$ cat src/rtl/easy_fifo_rd2axis.sv
// ---------------------------------------------------------------------------
// easy_fifo_rd2axis
//   Reader end of a native FIFO read port. Issues fifo_rd_en against a credit
//   window, captures the read data that returns RD_LATENCY cycles later into a
//   small circular prefetch buffer, and presents the buffer head as an
//   AXI-Stream master. Sustains one beat per cycle; fifo_rd_en has no
//   combinational dependence on m_axis_tready.
//
// Parameters
//   DWIDTH      data width in bits
//   RD_LATENCY  cycles from fifo_rd_en high to fifo_rd_data valid (1..4)
//   BUF_DEPTH   prefetch buffer entries, RD_LATENCY+2 (derived)
//
// Ports
//   clk            clock, all logic on posedge
//   rst_n          asynchronous active-low reset
//   fifo_rd_en     read strobe to the FIFO
//   fifo_rd_data   FIFO read data, valid RD_LATENCY cycles after fifo_rd_en
//   fifo_rd_empty  FIFO empty flag
//   m_axis_tdata   output beat
//   m_axis_tvalid  output beat valid
//   m_axis_tready  downstream ready
//   level          entries currently held in the prefetch buffer
// ---------------------------------------------------------------------------
module easy_fifo_rd2axis #(
    parameter int  DWIDTH     = 32,
    parameter int  RD_LATENCY = 1,
    localparam int BUF_DEPTH  = RD_LATENCY + 2,
    localparam int LVL_W      = $clog2(BUF_DEPTH + 1)
) (
    input  logic              clk,
    input  logic              rst_n,
    output logic              fifo_rd_en,
    input  logic [DWIDTH-1:0] fifo_rd_data,
    input  logic              fifo_rd_empty,
    output logic [DWIDTH-1:0] m_axis_tdata,
    output logic              m_axis_tvalid,
    input  logic              m_axis_tready,
    output logic [LVL_W-1:0]  level
);

    localparam int PTR_W = $clog2(BUF_DEPTH);
    localparam int CNT_W = $clog2(BUF_DEPTH + RD_LATENCY + 1);

    typedef logic [PTR_W-1:0] ptr_t;

    // Pointers wrap explicitly so a non-power-of-2 depth works.
    function automatic ptr_t ptr_inc(input ptr_t p);
        return (p == ptr_t'(BUF_DEPTH - 1)) ? '0 : p + ptr_t'(1);
    endfunction

    logic [RD_LATENCY-1:0] vld_pipe_q, vld_pipe_d;
    logic [DWIDTH-1:0]     mem_q [BUF_DEPTH];
    logic [DWIDTH-1:0]     mem_d [BUF_DEPTH];
    ptr_t                  wr_ptr_q, wr_ptr_d;
    ptr_t                  rd_ptr_q, rd_ptr_d;
    logic [LVL_W-1:0]      level_q, level_d;

    logic [CNT_W-1:0]      inflight;
    logic [CNT_W-1:0]      credit_used;
    logic                  capture;
    logic                  pop;

    // Credit: buffered entries plus reads still in the return pipe. Both terms
    // come from flops, so tready never reaches fifo_rd_en combinationally.
    always_comb begin
        inflight = '0;
        for (int i = 0; i < RD_LATENCY; i++) begin
            inflight = inflight + CNT_W'(vld_pipe_q[i]);
        end
        credit_used = CNT_W'(level_q) + inflight;
        fifo_rd_en  = rst_n & ~fifo_rd_empty & (credit_used < CNT_W'(BUF_DEPTH));
    end

    assign capture       = vld_pipe_q[RD_LATENCY-1];
    assign m_axis_tvalid = (level_q != '0);
    assign m_axis_tdata  = mem_q[rd_ptr_q];
    assign pop           = m_axis_tvalid & m_axis_tready;
    assign level         = level_q;

    // Return pipe: one bit per issued read, tail marks data on fifo_rd_data.
    always_comb begin
        vld_pipe_d    = '0;
        vld_pipe_d[0] = fifo_rd_en;
        for (int i = 1; i < RD_LATENCY; i++) begin
            vld_pipe_d[i] = vld_pipe_q[i-1];
        end
    end

    // Captured data only becomes visible the cycle after capture (no bypass).
    always_comb begin
        mem_d = mem_q;
        if (capture) begin
            mem_d[wr_ptr_q] = fifo_rd_data;
        end
    end

    always_comb begin
        wr_ptr_d = capture ? ptr_inc(wr_ptr_q) : wr_ptr_q;
        rd_ptr_d = pop     ? ptr_inc(rd_ptr_q) : rd_ptr_q;
        level_d  = level_q;
        if (capture && !pop) begin
            level_d = level_q + LVL_W'(1);
        end else if (!capture && pop) begin
            level_d = level_q - LVL_W'(1);
        end
    end

    always_ff @(posedge clk or negedge rst_n) begin
        if (!rst_n) begin
            vld_pipe_q <= '0;
            wr_ptr_q   <= '0;
            rd_ptr_q   <= '0;
            level_q    <= '0;
            for (int i = 0; i < BUF_DEPTH; i++) begin
                mem_q[i] <= '0;
            end
        end else begin
            vld_pipe_q <= vld_pipe_d;
            wr_ptr_q   <= wr_ptr_d;
            rd_ptr_q   <= rd_ptr_d;
            level_q    <= level_d;
            mem_q      <= mem_d;
        end
    end

endmodule

$ cat config.mk
export PLATFORM = sky130hd
export DESIGN_NAME = easy_fifo_rd2axis
export DESIGN_NICKNAME = d
export VERILOG_FILES = /design/src/rtl/easy_fifo_rd2axis.sv
export SDC_FILE = /design/constraint.sdc
export NUM_CORES = 1
export LEC_CHECK = 0
export BUFFER_PORTS_ARGS = -buffer_cell sky130_fd_sc_hd__buf_4
export CAP_MARGIN = 20
export CORE_ASPECT_RATIO = 2
export CORE_MARGIN = 8
export CORE_UTILIZATION = 49
export DETAILED_ROUTE_END_ITERATION = 6
export PLACE_DENSITY = 0.66
export REMOVE_ABC_BUFFERS = 1
export SLEW_MARGIN = 10
export SYNTH_ARGS = -nofsm -noshare
export SYNTH_HDL_FRONTEND = slang
export SYNTH_SLANG_ARGS = --single-unit
$ cat constraint.sdc
create_clock -name clk -period 4.2 [get_ports clk]
set_input_delay 0.42 -clock clk [delete_from_list [all_inputs] [get_ports clk]]
set_output_delay 0.42 -clock clk [all_outputs]
set_load 0.05 [all_outputs]
; Word-level counts from Yosys, hierarchy flattened
; Cells that the tools add are included.
[totals]
inputBits = 36
ramBits = 0
word_cells = 41
ff_bits = 103
romBits = 0
latch_bits = 0
n_memories = 0
[classes]
mux = 10
order_cmp = 4
multipliers = 0
reduce_logical = 7
n_eq_ne = 2
n_div = 0
bitwise_logic = 6
n_addsub = 5
shifts = 0
[ops]
columns = cell, count
row1 = bitwise mux 96 bit, 1
row2 = 2-to-1 mux 32 bit, 3
row3 = binary-select mux 32 bit (select 2 bit), 1
row4 = demux 32 bit (select 2 bit), 1
row5 = 2-to-1 mux 2 bit, 4
row6 = "adder 2 x 1 -> 2 bit, second input constant", 3
row7 = ">= comparator 3 bit, second input constant", 2
row8 = inverter 2 -> 3 bit, 2
row9 = "equality test 2 bit, second input constant", 2
row10 = nonzero test 2 bit, 2
row11 = adder 2 x 1 -> 3 bit, 1
row12 = bitwise AND 1 bit, 3
row13 = logical AND 1 bit, 3
row14 = "< comparator 3 x 1 -> 1 bit, second input constant", 1
row15 = "< comparator 3 x 2 -> 1 bit, second input constant", 1
row16 = logical NOT 1 bit, 2
row17 = "subtractor 2 x 1 -> 2 bit, second input constant", 1
row18 = inverter 1 bit, 1

; Longest topological paths before layout
; Gate-level depths: netlist of the first run.
[logic_depth]
ltp_word = 6
ltp_mapped = 6
depth_no_buf = 5

; Least setup slack after synthesis of the first run
; No wires, ideal clock.
[synth_path]
kind = register -> output
from = reg level_q[0], in the netlist level[0]
to = out fifo_rd_en
required_time_ns = 3.780
path_slack_ns = 0.052
path_stages_with_launch = 4
arrival_ns = 3.728
cell_sequence = dfrtp_1 ha_1 ha_1 a2111oi_0
[synth_via]
elab_chain_cells = 3
[synth_rtl]
columns = item, line
row1 = from (decl), 57  ; logic [LVL_W-1:0] level_q, level_d;
row2 = from (signal assigned), 122  ; level_q <= level_d;
row3 = adder 2 x 1 -> 3 bit, 71  ; credit_used = CNT_W'(level_q) + inflight;
row4 = < comparator 3 x 2 -> 1 bit, 72  ; fifo_rd_en = rst_n & ~fifo_rd_empty & (credit_used < CNT_W'(BUF_DEPTH));
row5 = bitwise AND 1 bit, 72
row6 = to (decl), 33  ; output logic fifo_rd_en,
; No other way between the ends.

; Worst setup path after layout of the first run
[layout_path]
from = reg rd_ptr_q[0]
to = out m_axis_tdata[19]
[layout_via]
elab_chain_cells = 4
[layout_rtl]
columns = item, line
row1 = from (decl), 56  ; ptr_t rd_ptr_q, rd_ptr_d;
row2 = from (signal assigned), 121  ; rd_ptr_q <= rd_ptr_d;
row3 = inverter 2 -> 3 bit (not written as such), 77  ; assign m_axis_tdata = mem_q[rd_ptr_q];
row4 = binary-select mux 32 bit (select 2 bit), 77
row5 = 2-to-1 mux 32 bit (not written as such) (2 in a row), 77
row6 = to (decl), 36  ; output logic [DWIDTH-1:0] m_axis_tdata,
; No other way between the ends. The select of a mux whose other input is x is not followed.

==> run summary, run 1 <==
The flow ran to the end, and the final reports show no timing, DRC or antenna violations. The initial antenna violation count is 0. In the final timing run, aggregate negative setup slack is 0 ns. The worst setup path is captured at an output pin. TritonCTS created 9 clock buffers. The count of boundary I/O pins is 72. The period utilization is 63.9%. The number of buffers on the longest clock path came out at 2. For this block, the routed nets add up to 9570 µm of wire. The post-synthesis average cell area is 13.7 µm². For the worst-skew pair, the clock arrives at the later sink with an insertion delay of 0.34 ns.

The first-pass GRT wire length came out at 16300 µm. The die footprint is 13100 µm². The final-report max-slew violation count came out at 0. The clock transition time at the flip-flop clock pins of the worst setup and hold paths came out at 0.07 ns. The via-per-instance ratio is 5.45.

Setup repair after global routing left no endpoint under its margin. For the worst setup path, the data arrival time is 2.26 ns. The transition at the pin with the smallest max-transition slack came out at 1.07 ns. The data required time of the worst path is 3.78 ns. The number of buffers and inverters on the critical path is 2. The count of buffers added by post-CTS timing repair for setup came out at 0. The count of input and output buffers is 71. The detailed router finished its first iteration with 99 violations. After synthesis, the cell types taking the most area are sky130_fd_sc_hd__dfrtp_1 55%, sky130_fd_sc_hd__mux2_2 16%, sky130_fd_sc_hd__mux2_4 9.7%. The area fraction of the dominant cell type after synthesis is 55.2%. The count of maximum capacitance violations came out at 0. The post-synthesis instance area is 4670 µm². The average routed wire per standard cell is 18.6 µm. The final standard cell count with taps included and fillers excluded is 516. The final setup violation count came out at 0. The synthesis warning total came out at 0. The hold violation total from the final report was 0. The total of flip-flops plus latches after synthesis came out at 103. The number of cells produced by synthesis came out at 341. The count of nets after finishing came out at 446. The maximum number of pins on one net before global-route repair is 55. The relative slew slack is 28.1%. The path class of the tightest hold or removal check is in2async. The effective utilization at floorplan is 50.1%. Detailed routing inserted a total of 2812 vias.

The number of gates resized after CTS was 0. By startpoint and endpoint, the worst setup path is classified as reg2out. The netlist uses 25 different library cells. The first-pass iteration count of the detailed router is 4.

Compared with the post-synthesis result, the final layout area differs by 19.5%. The synthesized design contains 0 enable-type register cells. For this design, the slowest cell found on the critical path is sky130_fd_sc_hd__nor2b_2. After global routing the overflow that remains totals 0. From left edge to right edge, the die measures 85.0 µm.

The number of buffers added to fix hold violations after cts came out at 0. Derived from the worst setup path, the maximum achievable clock frequency is 0.372 GHz. The H-tree was split into 3 levels. The height of the die came out at 154 µm. The remaining antenna violation count after routing came out at 0.

The share of layout cells above drive strength 1 came out at 47.3%. After floorplanning, the core was sized to cover 9320 µm². The CTS tree is yes. The cell sitting at the root of the clock tree is a sky130_fd_sc_hd__clkbuf_16.

Sequential cells were found to cover 55.2% of the synthesized design area. The setup slack at placement came out at 1.85 ns. For this design, the sink count on the clock tree is 103. The final worst-path setup slack came out at 1.52 ns.

The proportion of register bits with asynchronous set or reset after synthesis is 100%. The minimum hold slack came out at 0.111 ns. The antenna cell count is 0.

The clock skew came out at 0.00627 ns. Traced cell by cell, the critical path runs through nor2b_2 > buf_4 > nand2_1 > o21ai_0 > buf_4. The number of cell rows came out at 50. The cell accounting for the most synthesized area is sky130_fd_sc_hd__dfrtp_1. The number of instances in the placed design is 499. The startpoint type of the worst setup path is a flop.

In the synthesized netlist the dominant register cell turns out to be sky130_fd_sc_hd__dfrtp_1. The total track usage came out at 15.9%. Along the worst path, the maximum fanout reaches 23. The filler cells instantiated in the layout total 763. The largest delay contributor family on the critical path is simple AND/OR/NAND/NOR gates. The most numerous cell type found on the critical path is sky130_fd_sc_hd__buf_4. The via count of the first global-routing pass came out at 3248.

The final weighted congestion of routability-driven global placement came out at 0.706. The time the final worst path needs with I/O delays and setup came out at 2.68 ns. Detailed placement ended at an HPWL of 6210 µm. The post-detailed-route DRC marker count came out at 0. The peak per-stage delay on the critical path is 0.83 ns.
==> layer usage <==
metal,vias up,GRT usage (%),part of all wire (%)
met2,42,28.4,55
met3,9,3.58,3.7
li1,1328,-,-
met5,-,0,0
met1,1433,17.3,40
met4,0,6.93,1.7
==> sequential cells by signal, summed over array words and instances, names as in the netlist <==
name,count
rd_ptr_q,2
capture,1
level,2
mem_q,96
wr_ptr_q,2
==> stage by stage <==
step,cell area (µm²),util [%]
floorplan,4540,-
global placement,5260,56.4
detailed placement,5260,56.4
CTS,5560,59.6
global route,5580,59.8
finish,5580,59.8
==> area by class of cell <==
type / count / area (µm²) / area share (%)
Clock buffer: 11 / 243 / 4.35
Clock inverter: 5 / 57.6 / 1.03
Sequential cell: 103 / 2580 / 46.3
Multi-Input combinational cell: 213 / 1960 / 35.2
Timing Repair Buffer: 77 / 591 / 10.6
Tap cell: 104 / 130 / 2.33
Inverter: 3 / 11.3 / 0.202
==> layout by cell type, fill, tap and decap left out, types with 2 or more instances in the layout <==
cell | netlist | layout
sky130_fd_sc_hd__dfrtp_1 | 103 | 102
sky130_fd_sc_hd__buf_4 | 0 | 76
sky130_fd_sc_hd__mux2_2 | 66 | 66
sky130_fd_sc_hd__o21ai_0 | 34 | 34
sky130_fd_sc_hd__nand2_1 | 33 | 33
sky130_fd_sc_hd__mux2i_1 | 32 | 32
sky130_fd_sc_hd__mux2_4 | 30 | 30
sky130_fd_sc_hd__clkbuf_16 | 0 | 9
sky130_fd_sc_hd__ha_1 | 3 | 3
sky130_fd_sc_hd__clkinvlp_4 | 0 | 3
sky130_fd_sc_hd__inv_1 | 2 | 2
sky130_fd_sc_hd__a21o_1 | 2 | 2
sky130_fd_sc_hd__xor2_1 | 2 | 2
==> worst paths after layout <==
| kind | from | endpoint | slack (ns) | cells past startpoint |
|---|---|---|---|---|
| max in group asynchronous | rst_n | mem_q[60] | 2.95 | 2 |
| min in group clk | fifo_rd_empty | capture | 0.26 | 2 |
| worst min-delay path | rst_n | mem_q[25] | 0.11 | 1 |
| worst max-delay path | rd_ptr_q[0] | m_axis_tdata[19] | 1.52 | 5 |
| worst min register to register | mem_q[45] | mem_q[45] | 0.50 | 1 |
| worst max register to register | wr_ptr_q[1] | mem_q[37] | 2.23 | 3 |
==> kinds of logic (layout without fill, tap and decap cells) <==
family / after synthesis / count (layout) / synth area share (%)
muxes: 128 / 128 / 32.4
DFF: 103 / 103 / 55.2
and+or+nand+nor: 41 / 41 / 3.70
AOI/OAI and AO/OA: 38 / 38 / 4.26
buffers and inverters: 25 / 96 / 3.00
adders and majority gates: 3 / 3 / 0.804
xor gates and xnor gates: 3 / 3 / 0.563
==> cells in the mapped netlist (2+ instances only) <==
cell type,count
sky130_fd_sc_hd__mux2i_1,32
sky130_fd_sc_hd__a21o_1,2
sky130_fd_sc_hd__dfrtp_1,103
sky130_fd_sc_hd__mux2_4,30
sky130_fd_sc_hd__buf_6,4
sky130_fd_sc_hd__buf_2,13
sky130_fd_sc_hd__nand2_1,33
sky130_fd_sc_hd__xor2_1,2
sky130_fd_sc_hd__clkbuf_1,5
sky130_fd_sc_hd__ha_1,3
sky130_fd_sc_hd__mux2_2,66
sky130_fd_sc_hd__o21ai_0,34
sky130_fd_sc_hd__inv_1,2
Power of run 1 is left out: the tool's default activity adds up to more than one toggle a clock period on the data nets, which glitch-free logic cannot reach.
==> inputs of run 2 (changes only) <==
ABC_AREA = 1   (was not set)
clock period = 2.55 ns   (was 4.2 ns; I/O delays follow)
==> run 2 against run 1 <==
Effect of this change:
- clock-buffer cell count shrank 1
- critical endpoint is now fifo_rd_en
- hold slack worse by 0.046 ns
- synthesized cell count up 53%
- critical path depth grew 1
- global-route usage rose by 1.8 points
- non-clock buffer count is 4 higher
- synthesized area up 0.48%
- first-iteration DRC count is 70% higher
- wire length increased by 13%
- register-to-register slack worse by 1.4 ns
==> run summary, run 2 <==
In this run the clock root is driven by a sky130_fd_sc_hd__clkbuf_16. The clock transition time at the flip-flop clock pins of the worst setup and hold paths came out at 0.07 ns. The DRC violation total after the first TritonRoute iteration came out at 168. Leaving out fill and tap cells, the most frequent cell in the layout is sky130_fd_sc_hd__nand2_1. The die is 154 µm tall. Entering global routing, the biggest net connects 65 pins. The filler cells instantiated in the layout total 836. The initial antenna violation count is 0. The maximum level of the CTS H-tree came out at 3. The post-synthesis average cell area is 9.00 µm².

The share of the Yosys chip area taken by registers is 55.0%. After clock tree synthesis, the repair step resized 0 gates. The clock skew is 0.00648 ns. Of all nets on the critical path, the largest fanout is 7. The maximum clock frequency is 0.486 GHz. Setup violations remaining at the end of the flow were counted as 0.

The die extent in x is 85.2 µm. The run finished with clean final reports. The core region area is 9320 µm².

The proportion of register bits with asynchronous set or reset after synthesis is 100%. The effective utilization at floorplan came out at 50.3%. The congestion estimate from routability-driven global placement came to 0.784.

In this run the worst hold path is classified as in2reg. The transition at the pin with the smallest max-transition slack is 0.690 ns. STA classifies the critical path startpoint as a flop. The total detailed-routing wirelength is 10900 µm. The area fraction of the dominant cell type after synthesis is 55.0%. The total track usage came out at 17.7%. The total congestion overflow is 0. The share of layout cells above drive strength 1 is 25.1%. For this run, design rule violations remaining after detail routing come to 0. The area of the multi-input gates is 1720 µm².

The count of input and output buffers is 71. Measured on the finished design, the core utilization comes to 59.6%. The remaining antenna violation count after routing came out at 0. The tree built by TritonCTS fans out to 103 sinks. The type of the worst setup path is reg2out. The insertion delay of the later-clocked pin in the worst-skew pair came out at 0.35 ns. The via count of the first global-routing pass came out at 3754. The number of buffers on the longest clock path is 2.

The time the final worst path needs with I/O delays and setup came out at 2.06 ns. The number of buffers added to fix hold violations after cts came out at 1. sky130_fd_sc_hd__dfrtp_1 takes more of the synthesized area than any other cell. The total negative setup slack came out at 0 ns. The number of flops mapped to enable cells by yosys is 0. In the final routed layout, each cell accounts on average for 15.7 µm.

The sequential cell area in the final layout is 2580 µm². The count of boundary I/O pins came out at 72. The final worst-path setup slack came out at 0.493 ns. The setup slack at placement came out at 0.846 ns. The relative slew slack came out at 54.0%. The first-pass GRT wire length is 18400 µm. Counting instances in the post-synthesis netlist gives the leading cell types as 203 x sky130_fd_sc_hd__nand2_1, 103 x sky130_fd_sc_hd__dfrtp_1, 44 x sky130_fd_sc_hd__o21ai_2.

The die footprint is 13100 µm². After synthesis, the netlist uses 21 different library cells. TritonCTS created 9 clock buffers. The via-per-instance ratio came out at 5.16. The worst register-to-register path has a setup slack of 0.83 ns.

Data on the critical path arrives at its endpoint at 1.80 ns. The data required time of the worst path is 2.30 ns. The number of vias in the routed layout is 3578. The count of nets after finishing is 623.

The hold violation total from the final report came out at 0. The flip-flop count of the largest register, all copies and words added came out at 96. The tool flagged a number of max-cap violations equal to 0. The first detailed-routing pass ran for 4 iterations. Counting flops per register, the top entry is mem_q. Yosys attributes the largest share of cell area to sky130_fd_sc_hd__dfrtp_1 55%, sky130_fd_sc_hd__nand2_1 16%, sky130_fd_sc_hd__o21ai_2 8.2%.

For this run, the leading register cell type out of synthesis is sky130_fd_sc_hd__dfrtp_1. The synthesis warning total is 0. Counting flops and latches in the post-synthesis netlist gives 103. In the synthesized netlist, the number of instances is 521. STA classifies the critical path endpoint as an output pin.

The top cell types in the final layout, fill and taps aside, are 203 x sky130_fd_sc_hd__nand2_1, 103 x sky130_fd_sc_hd__dfrtp_1, 77 x sky130_fd_sc_hd__buf_4. Post-CTS timing repair inserted 0 buffers for setup. The detailed placement HPWL came out at 7330 µm. The repair_antennas step left the layout with diodes totalling 0. Yosys instantiated no cell more often than sky130_fd_sc_hd__nand2_1.

The period utilization came out at 80.6%. The post-synthesis instance area is 4690 µm². The CTS tree is yes.

The number of cell rows is 50. The final-report max-slew violation count is 0. Setup repair after global routing left no endpoint under its margin. The area growth from synthesis to layout came out at 18.5%.
[run 2: area by class of cell]
type                            count  share of cell area [%]
Sequential cell                   103                    46.4
Clock inverter                      6                    1.69
Timing Repair Buffer               81                    11.7
Clock buffer                       10                    4.30
Tap cell                          104                    2.34
Multi-Input combinational cell    349                    30.9
Inverter                           40                    2.70
[run 2: routing by layer]
metal  share of wire [%]  wire length (µm)  GRT usage (%)  vias up
li1                    -                 -              -     1787
met1                  40              4370           19.7     1712
met2                  54              5840           31.6       62
met3                 3.7               403           3.77       17
met4                 2.3               247           7.28        0
met5                   0                 0              0        -
[run 2: critical path, cell delays in order (launching register included)]
cell and delay [ns]:
sky130_fd_sc_hd__dfrtp_1 0.49, sky130_fd_sc_hd__ha_1 0.24, sky130_fd_sc_hd__ha_1 0.26, sky130_fd_sc_hd__nand2_1 0.06, sky130_fd_sc_hd__nand3b_1 0.06, sky130_fd_sc_hd__nor2_1 0.13, sky130_fd_sc_hd__buf_4 0.22
[run 2: final timing paths]
| check | from | end | cells past startpoint |
|---|---|---|---|
| min | fifo_rd_empty | capture | 2 |
| max | capture | fifo_rd_en | 6 |
| max reg2reg | capture | mem_q[42] | 4 |
| min reg2reg | mem_q[77] | mem_q[77] | 2 |
| max in group asynchronous | rst_n | mem_q[82] | 3 |
| min in group asynchronous | rst_n | mem_q[62] | 2 |
[run 2: per-stage QoR]
step                      cell area, µm²  instances  hold WS (ns)
after detailed placement            5210        676         0.158
after CTS                           5560        693        0.0597
after global routing                5560        693        0.0562
after floorplan                     4450        492       -0.0406
final                               5560        693        0.0654
after global placement              5210        676         0.156
[run 2: cell families (layout without fill, tap and decap cells)]
family | after synthesis | in the layout | synth area share (%)
buf+inv | 69 | 137 | 8.40
simple gates | 247 | 247 | 21.7
xor+xnor | 1 | 1 | 0.187
compound gates | 98 | 98 | 14.0
fa+ha+maj | 3 | 3 | 0.801
flops | 103 | 103 | 55.0
Power of run 2 is left out for the same reason.
==> inputs of run 3 (changes only) <==
PLACE_DENSITY = 0.69   (was 0.66)
clock period = 1.7 ns   (was 2.55 ns; I/O delays follow)
==> run 3 against run 2 <==
Effect of this change:
- the flow now finishes with violations (setup timing)
- clock-buffer cell count shrank 1
- register-to-register slack got worse by 0.78 ns
- non-clock buffer count increased by 13
- wire length is 1.9% higher
- die area is the same
- cell count increased by 1.9%
- via count increased by 4.5%
- sequential share of layout area down 6.4 points
- highest routed layer unchanged
==> run summary, run 3 (same netlist as run 2, synthesis figures left out) <==
The flow ran to the end, but the final reports show violations. The final reports fail on setup timing. In this run the worst hold path is classified as in2reg. The TritonCTS sink count is 103.

Setup repair after global routing could not meet its margin everywhere. The type of the worst setup path is reg2out. The flip-flop count of the largest register, all copies and words added is 96.

The total congestion overflow came out at 0. The time the final worst path needs with I/O delays and setup came out at 1.78 ns. The minimum hold slack came out at 0.0979 ns. In the layout the commonest cells are 176 x sky130_fd_sc_hd__nand2_1, 101 x sky130_fd_sc_hd__dfrtp_1, 44 x sky130_fd_sc_hd__o21ai_2, 44 x sky130_fd_sc_hd__buf_4, 39 x sky130_fd_sc_hd__o21ai_0. The final setup violation count came out at 32.

The met1 routed wirelength after detailed routing came out at 4560 µm. Across the run, the number of max-cap violations was 0. The met2 wirelength from detailed routing came out at 5910 µm.

The via-per-instance ratio is 5.29. For this run, the total global-route usage over all layers was measured as 17.4%. The area growth from synthesis to layout is 37.5%. The antenna cell count came out at 0. The relative slew slack is 63.1%.

The transition at the pin with the smallest max-transition slack is 0.553 ns. Leaving out fill and tap cells, the most frequent cell in the layout is sky130_fd_sc_hd__nand2_1. The first-pass iteration count of the detailed router is 5. STA classifies the critical path endpoint as an output pin. The clock buffer count from CTS came out at 9. Between clock sinks in the finished design, the worst skew comes to 0.00484 ns. The core region area came out at 9320 µm². The path with the worst hold slack has its endpoint at rd_ptr_q[0]. In this run the most critical hold path is launched from m_axis_tready.

The maximum fanout count along the critical path is 2. The worst register-to-register path begins at capture. The maximum clock frequency is 0.561 GHz.

The count of nets after finishing came out at 636. Routability-driven placement finished with a final weighted congestion of 0.751. The maximum number of pins on one net before global-route repair is 104. The most flop-heavy register is mem_q. The floorplan step defined a die boundary enclosing 13100 µm². Counting cells, the worst reg-to-reg path comes to 7. The via count of the first global-routing pass is 3766. The filler cell count came out at 688.

The first global-routing pass estimated 18200 µm of wire. The detailed placement HPWL is 6580 µm. The initial antenna violation count is 0.

The clock tree synthesis step divided the H-tree into 3 levels. The count of boundary I/O pins came out at 72. The DRC violation total after the first TritonRoute iteration is 216. The post-detailed-route DRC marker count came out at 0.

The buffer cell driving the clock tree root is sky130_fd_sc_hd__clkbuf_16. The total detailed-routing wirelength is 11100 µm. The detailed-routed wire length on met3 came out at 439 µm. Signal routing reaches up to met4. The floorplan has 50 rows. Once the floorplan was initialized, standard cells occupied 50.3% of the core.

For the worst setup path, the data required time is 1.53 ns. Once routing completed, OpenROAD measured the worst setup slack at -0.0837 ns. The CTS tree is yes. The hold violation total from the final report is 0. The die extent in x came out at 85.2 µm. From bottom edge to top edge, the die measures 154 µm. The final-report max-slew violation count is 0. The insertion delay of the later-clocked pin in the worst-skew pair is 0.34 ns. The clock transition time at the flip-flop clock pins of the worst setup and hold paths is 0.07 ns.

The number of vias in the routed layout is 3738. The count of buffers added on input and output ports is 71. The share of layout cells above drive strength 1 is 35.9%. The number of cells traversed by the worst hold path came out at 3.

For the worst setup path, the data arrival time is 1.61 ns. The worst register-to-register path has a setup slack of 0.05 ns. Of the available clock period, the critical path in the final layout requires 105%. The worst setup path is launched from a flop. The remaining antenna violation count after routing is 0. Dividing the detail-routed wire length by the instance count gives 15.7 µm. The endpoint identified for the worst register-to-register timing path is mem_q[72]. The number of buffers on the longest clock path is 2.
## run 3: area by class of cell
type	count	area [µm²]	area share, %
timing repair buffer	94	1120	17.4
clock inverter	7	87.6	1.36
inverter	40	150	2.33
sequential	103	2580	40.0
clock buffer	9	225	3.49
tap	104	130	2.02
multi-input combinational	349	2150	33.4
## run 3: worst max-delay path, cell delays in order, from the launching register on
cell                       delay (ns)
sky130_fd_sc_hd__dfrtp_1         0.39
sky130_fd_sc_hd__ha_2            0.19
sky130_fd_sc_hd__ha_4            0.20
sky130_fd_sc_hd__nand2_1         0.06
sky130_fd_sc_hd__nand3b_1        0.11
sky130_fd_sc_hd__nor2_2          0.14
sky130_fd_sc_hd__buf_6           0.17
## run 3: what timing repair did
action	in CTS	in global routing
setup endpoints to repair	33	33
cloned	1	2
hold buffers	2	0
setup buffers	2	3
endpoints found under the hold margin	104	0
resized for setup	74	81
pin swaps	3	2
## run 3: metal layers
layer	track usage (%)	up-vias
met4	6.42	0
li1	-	1818
met3	4.03	11
met5	0	-
met1	20.9	1832
met2	29.1	77
## run 3: through the flow
| step | area (µm²) | utilization [%] | instances | TNS (ns) | worst slack (ns) |
|---|---|---|---|---|---|
| floorplan | 4450 | - | 492 | -10.05 | -0.439 |
| global placement | 5330 | 57.2 | 680 | 0 | 0.190 |
| detailed placement | 5330 | 57.2 | 680 | 0 | 0.128 |
| CTS | 6030 | 64.7 | 701 | -0.746 | -0.102 |
| global route | 6450 | 69.2 | 706 | -3.11 | -0.160 |
| finish | 6450 | 69.2 | 706 | -1.03 | -0.0837 |
## run 3: how the worst max path moves through the flow
stage | to | cells after the start | startpoint | slack [ns]
4_1_cts | fifo_rd_en | 6 | capture | -0.10
5_1_grt | fifo_rd_en | 6 | capture | -0.16
2_1_floorplan | capture | 5 | level[0] | -0.44
3_5_place_dp | fifo_rd_en | 6 | level[0] | 0.13
6_report | fifo_rd_en | 6 | capture | -0.08
3_3_place_gp | fifo_rd_en | 6 | level[0] | 0.19
Power of run 3 is left out for the same reason.
